$ cat src/rtl/vga_timing_pkg.sv
// Shared timing defaults (800x600@60), axis-total helper, bus typedefs and FSM state type.
// Optional frame counter in vga_timing_gen is enabled by VGA_TIMING_FRAME_CNT_EN.
package vga_timing_pkg;

  localparam int DEF_CNT_W    = 11;
  localparam int DEF_COLOR_W  = 12;

  localparam int DEF_H_ACTIVE = 800;
  localparam int DEF_H_FP     = 40;
  localparam int DEF_H_SYNC   = 128;
  localparam int DEF_H_BP     = 88;
  localparam int DEF_V_ACTIVE = 600;
  localparam int DEF_V_FP     = 1;
  localparam int DEF_V_SYNC   = 4;
  localparam int DEF_V_BP     = 23;

  function automatic int axis_total(input int active, input int fp, input int sync, input int bp);
    return active + fp + sync + bp;
  endfunction

  localparam int DEF_H_TOTAL = axis_total(DEF_H_ACTIVE, DEF_H_FP, DEF_H_SYNC, DEF_H_BP);
  localparam int DEF_V_TOTAL = axis_total(DEF_V_ACTIVE, DEF_V_FP, DEF_V_SYNC, DEF_V_BP);

  typedef logic [DEF_CNT_W-1:0] vga_cnt_t;
  typedef logic [11:0]          vga_rgb_t;

  // IDLE: counters parked at origin, next pixel tick reloads (0,0) and fires both strobes.
  typedef enum logic {
    ST_IDLE = 1'b0,
    ST_RUN  = 1'b1
  } vga_state_e;

endpackage

$ cat src/rtl/vga_axis_cnt.sv
// One timing axis: wrapping position counter with blank/sync decoded from the next count,
// so blank and sync change in the same cycle as the count they describe.
module vga_axis_cnt
  import vga_timing_pkg::*;
#(
  parameter int   CNT_W  = 11,
  parameter int   ACTIVE = 800,
  parameter int   FP     = 40,
  parameter int   SYNC   = 128,
  parameter int   BP     = 88,
  parameter logic POL    = 1'b1
) (
  input  logic             clk,
  input  logic             rst_n,
  input  logic             step,
  input  logic             clr,
  output logic [CNT_W-1:0] cnt,
  output logic             blnk,
  output logic             sync,
  output logic             wrap
);

  localparam int TOTAL = axis_total(ACTIVE, FP, SYNC, BP);

  localparam logic [CNT_W-1:0] LAST_L   = CNT_W'(TOTAL - 1);
  localparam logic [CNT_W-1:0] ACTIVE_L = CNT_W'(ACTIVE);
  localparam logic [CNT_W-1:0] SYNC_S_L = CNT_W'(ACTIVE + FP);
  localparam logic [CNT_W-1:0] SYNC_E_L = CNT_W'(ACTIVE + FP + SYNC);

  logic [CNT_W-1:0] cnt_nxt;

  assign wrap = (cnt == LAST_L);

  always_comb begin
    cnt_nxt = cnt;
    if (clr) begin
      cnt_nxt = '0;
    end else if (step) begin
      cnt_nxt = wrap ? '0 : cnt + CNT_W'(1);
    end
  end

  always_ff @(posedge clk or negedge rst_n) begin
    if (!rst_n) begin
      cnt  <= '0;
      blnk <= 1'b0;
      sync <= ~POL;
    end else begin
      cnt  <= cnt_nxt;
      blnk <= (cnt_nxt >= ACTIVE_L);
      sync <= (cnt_nxt >= SYNC_S_L && cnt_nxt < SYNC_E_L) ? POL : ~POL;
    end
  end

endmodule

$ cat src/rtl/vga_timing_gen.sv
// Parametrised VGA timing generator with pixel-enable throttling, run enable and line/frame strobes.
// Define VGA_TIMING_FRAME_CNT_EN to add the 16-bit frame_cnt output.
module vga_timing_gen
  import vga_timing_pkg::*;
#(
  parameter int   CNT_W    = DEF_CNT_W,
  parameter int   COLOR_W  = DEF_COLOR_W,
  parameter int   H_ACTIVE = DEF_H_ACTIVE,
  parameter int   H_FP     = DEF_H_FP,
  parameter int   H_SYNC   = DEF_H_SYNC,
  parameter int   H_BP     = DEF_H_BP,
  parameter int   V_ACTIVE = DEF_V_ACTIVE,
  parameter int   V_FP     = DEF_V_FP,
  parameter int   V_SYNC   = DEF_V_SYNC,
  parameter int   V_BP     = DEF_V_BP,
  parameter logic HS_POL   = 1'b1,
  parameter logic VS_POL   = 1'b1
) (
  input  logic               clk,
  input  logic               rst_n,
  input  logic               en,
  input  logic               pix_en,
  output logic [CNT_W-1:0]   hcount,
  output logic [CNT_W-1:0]   vcount,
  output logic               hsync,
  output logic               vsync,
  output logic               hblnk,
  output logic               vblnk,
  output logic [COLOR_W-1:0] rgb,
  output logic               line_start,
  output logic               frame_start,
`ifdef VGA_TIMING_FRAME_CNT_EN
  output logic [15:0]        frame_cnt,
`endif
  output logic               fsm_state
);

  localparam int H_TOTAL = axis_total(H_ACTIVE, H_FP, H_SYNC, H_BP);
  localparam int V_TOTAL = axis_total(V_ACTIVE, V_FP, V_SYNC, V_BP);

  if (H_TOTAL > 2**CNT_W || V_TOTAL > 2**CNT_W ||
      H_ACTIVE < 1 || H_FP < 1 || H_SYNC < 1 || H_BP < 1 ||
      V_ACTIVE < 1 || V_FP < 1 || V_SYNC < 1 || V_BP < 1) begin : g_param_check
    $fatal(1, "vga_timing_gen: timing does not fit CNT_W or has a zero-length field");
  end

  vga_state_e state;
  logic       tick;
  logic       h_step;
  logic       v_step;
  logic       h_wrap;
  logic       v_wrap;
  logic       line_hit;
  logic       frame_hit;

  // The first tick out of IDLE only reloads the origin, so the axes do not step on it.
  assign tick      = en & pix_en;
  assign h_step    = tick & (state == ST_RUN);
  assign v_step    = h_step & h_wrap;
  assign line_hit  = (state == ST_IDLE) | h_wrap;
  assign frame_hit = (state == ST_IDLE) | (h_wrap & v_wrap);

  vga_axis_cnt #(
    .CNT_W  (CNT_W),
    .ACTIVE (H_ACTIVE),
    .FP     (H_FP),
    .SYNC   (H_SYNC),
    .BP     (H_BP),
    .POL    (HS_POL)
  ) u_h_axis (
    .clk   (clk),
    .rst_n (rst_n),
    .step  (h_step),
    .clr   (~en),
    .cnt   (hcount),
    .blnk  (hblnk),
    .sync  (hsync),
    .wrap  (h_wrap)
  );

  vga_axis_cnt #(
    .CNT_W  (CNT_W),
    .ACTIVE (V_ACTIVE),
    .FP     (V_FP),
    .SYNC   (V_SYNC),
    .BP     (V_BP),
    .POL    (VS_POL)
  ) u_v_axis (
    .clk   (clk),
    .rst_n (rst_n),
    .step  (v_step),
    .clr   (~en),
    .cnt   (vcount),
    .blnk  (vblnk),
    .sync  (vsync),
    .wrap  (v_wrap)
  );

  always_ff @(posedge clk or negedge rst_n) begin
    if (!rst_n) begin
      state       <= ST_IDLE;
      line_start  <= 1'b0;
      frame_start <= 1'b0;
    end else if (!en) begin
      state       <= ST_IDLE;
      line_start  <= 1'b0;
      frame_start <= 1'b0;
    end else if (pix_en) begin
      state       <= ST_RUN;
      line_start  <= line_hit;
      frame_start <= frame_hit;
    end else begin
      line_start  <= 1'b0;
      frame_start <= 1'b0;
    end
  end

`ifdef VGA_TIMING_FRAME_CNT_EN
  always_ff @(posedge clk or negedge rst_n) begin
    if (!rst_n) begin
      frame_cnt <= '0;
    end else if (!en) begin
      frame_cnt <= '0;
    end else if (tick && frame_hit) begin
      frame_cnt <= frame_cnt + 16'd1;
    end
  end
`endif

  assign fsm_state = state;
  assign rgb       = '0;

endmodule
$ cat config.mk
export PLATFORM = sky130hd
export DESIGN_NAME = vga_timing_gen
export DESIGN_NICKNAME = d
export VERILOG_FILES = /design/src/rtl/vga_timing_pkg.sv /design/src/rtl/vga_axis_cnt.sv /design/src/rtl/vga_timing_gen.sv
export SDC_FILE = /design/constraint.sdc
export NUM_CORES = 1
export LEC_CHECK = 0
export ABC_AREA = 1
export CAP_MARGIN = 10
export CORE_MARGIN = 4
export CORE_UTILIZATION = 40
export DETAILED_ROUTE_END_ITERATION = 6
export GPL_TIMING_DRIVEN = 0
export PLACE_DENSITY_LB_ADDON = 0.25
export SLEW_MARGIN = 20
export SYNTH_ARGS = -nofsm -noshare
export SYNTH_HDL_FRONTEND = slang
export SYNTH_SLANG_ARGS = --single-unit
$ cat constraint.sdc
create_clock -name clk -period 2 [get_ports clk]
set_clock_uncertainty 0.15 [all_clocks]
set_input_delay 0.5 -clock clk [delete_from_list [all_inputs] [get_ports clk]]
set_output_delay 0.5 -clock clk [all_outputs]
set_load 0.005 [all_outputs]
==> metrics.yaml <==
outcome: "finished with violations"
violations: "setup timing"
clockRootBuffer: "clkbuf_8"
power_density_mw_per_mm2: 458
yosysWarnings: 0
finalMaxSlewViolations: 0
num_io_pins: 45
cp_cell_sequence: "ha_2 -> nand2_2 -> inv_2 -> nand2_2 -> nor2_4 -> nand3_4 -> buf_6 -> o21ai_4 -> nand2_1 -> nor2_1 -> nand3_1 -> nand2_1 -> nor2_1"
htree_levels: 2
pre_cts_ws_ns: -0.722
grt_use_total_pct: 18.2
cpPeakStageDelay_ns: 0.41
vdd.ir_drop.worst_v: 0.000240
max-slew-margin-rel_pct: 55.1
hold_buffers: 0
cts.sinks: 29
n_fill_cell: 409
cts_tree: "done"
hold_violations: 0
first_global_vias: 1788
fin_cells: 391
setup_viol: 4
syn_to_final_growth_pct: 43.3
path_max_fanout: 7
hold_class: "primary input to async pin"
clk-insertion-delay-late_ns: 0.28
worstSetupStartpointType: "flop"
antennaDiodeCount: 0
wl_mm: 5.20
rsz0062_at_grt: "true"
nets: 344
cp_data_required_time_ns: 2.03
timing.final.crit_period_ns: 2.08
max_cap_violations: 0
finalCoreUtilization_pct: 60.5
die_h_um: 76.5
crit_arrival_ns: 2.10
critPathKind: "flop to flop"
via_per_inst: 5.01
worst_slack_ns: -0.0766
cts_buffer_depth: 2
seq_area_frac_synth_pct: 38.7
ys_ff_latch: 29
grt_max_degree: 30
drtIter0Drc: 139
ant_nets: 0
synthFlopType: "dfrtp_1"
synthArstFlopShare_pct: 100
critPathLaunch: "u_h_axis.cnt[1]"
syn_avg_cell_area_um2: 6.92
critPathCaptureType: "flop"
grt_overflow: 0
routedWlPerCell_um: 13.3
design_area_mm2: 0.00269
yosys.area.top_type_share_pct: 38.7
io_buffers: 32
synth_area_mm2: 0.00188
synth.distinct_cells: 30
power.leakage_nw: 1.31
syn_inst: 271
antenna_found_initial: 0
rows: 24
fp.dieW_um: 76.5
start_util_pct: 42.2
drtPass1Iterations: 4
dp.cells: 366
yosysMostFrequentCell: "nand2_1"
grt_pass1_wl_mm: 8.65
slowest_stage: "dfrtp_1"
dp_hpwl_mm: 3.45
synthTopCellsByCount: "73 x nand2_1, 43 x nor2_1, 33 x inv_1, 33 x nand3_1, 29 x dfrtp_1"
clk_pin_slew_worst_paths_ns: 0.06
min_period_over_period_pct: 104
die_area_mm2: 0.00585
gp_congestion: 0.869
tightestPinTransition_ns: 0.674
synthTopCellsByArea: "dfrtp_1 39%, nand2_1 15%, nand3_1 8.8%, nor2_1 8.6%, inv_1 6.6%"
synth_edf_count: 0
placed_cell_area_mm2: 0.00230
drcViolationCount: 0
yosysTopAreaCell: "dfrtp_1"
drive_gt1_share_pct: 26.3
maxClockFrequency_mhz: 482
vias: 1959
r2r_start: "u_h_axis.cnt[1]"
core_mm2: 0.00444
cts-buffers-inserted: 5
## cell usage in the layout, fill, tap and decap left out, types with 3 or more instances in the layout
cell type / count
nand2_1: 63
nor2_1: 34
inv_1: 31
nand3_1: 29
clkdlybuf4s50_1: 29
dfrtp_1: 27
buf_4: 26
conb_1: 12
nand2_2: 10
nor2_2: 8
nor2_4: 7
clkbuf_8: 7
nand4_1: 4
nand3_2: 4
nor3_1: 4
o21ai_0: 4
o21ai_1: 3
buf_6: 3
## through the flow
step / total power [mW] / TNS [ns] / hold slack (ns)
2_1_floorplan: 0.651 / 0 / 0.0544
3_3_place_gp: 0.689 / -15.80 / 0.408
3_5_place_dp: 0.689 / -9.47 / 0.423
5_1_grt: 1.29 / -0.790 / 0.163
4_1_cts: 1.24 / -0.0532 / 0.117
6_report: 1.23 / -0.149 / 0.0932
## sequential cells by signal (all words and copies together), names as in the netlist
name / count
frame_start: 1
fsm_state: 1
line_start: 1
u_h_axis.blnk: 1
u_h_axis.cnt: 11
u_h_axis.sync: 1
u_v_axis.blnk: 1
u_v_axis.cnt: 11
u_v_axis.sync: 1
## cell type report
class | count | area (um^2) | share of cell area (%)
inverters | 35 | 139 | 5.17
repair buffers | 49 | 454 | 16.9
plain buffers | 14 | 100 | 3.72
clock buffers | 7 | 96.3 | 3.58
multi-input cells | 204 | 1100 | 40.9
well taps | 52 | 65.1 | 2.42
flip-flops and latches | 29 | 728 | 27.1
clock inverters | 1 | 5.00 | 0.186
## worst max-delay path: cells and delay by family (launching register included)
| family | cells | cell delay [ns] |
|---|---|---|
| and+or+nand+nor | 9 | 0.78 |
| AOI/OAI and AO/OA | 1 | 0.16 |
| DFF | 1 | 0.41 |
| buffers and inverters | 2 | 0.26 |
| adders and majority gates | 1 | 0.21 |
## kinds of logic after synthesis
family,count (synthesis),share of synthesized area (%)
and+or+nand+nor,171,41.4
xor gates and xnor gates,3,1.40
adders and majority gates,2,1.33
DFF,29,38.7
buffers and inverters,49,12.3
AOI/OAI and AO/OA,16,4.74
other,1,0.200
## metal layers
metal,up-vias,global-route usage (%),part of all wire [%],routed length (um)
li1,966,-,-,-
met1,921,24.5,45,2360
met5,-,0,0,0
met4,0,6.70,1.4,71
met2,65,28.6,47,2440
met3,7,4.14,6.4,331
## final timing paths
path | slack (ns) | cells past startpoint | endpoint
worst min-delay path | 0.09 | 1 | u_h_axis.blnk
max in group asynchronous | 1.12 | 1 | u_v_axis.cnt[6]
worst min register to register | 0.43 | 1 | frame_start
worst max register to register | -0.08 | 13 | u_v_axis.sync
min in group clk | 0.43 | 1 | frame_start
worst max-delay path | -0.08 | 13 | u_v_axis.sync
## timing repair
action	CTS	global route
pin swaps	14	11
setup endpoints to repair	20	7
resized for setup	31	23
setup buffers	15	2
## power by group
part,switching [mW],internal [mW]
Sequential,0.00513,0.592
Clock,0.227,0.310
Combinational,0.0534,0.0427
(Power assumes the default switching activity.)
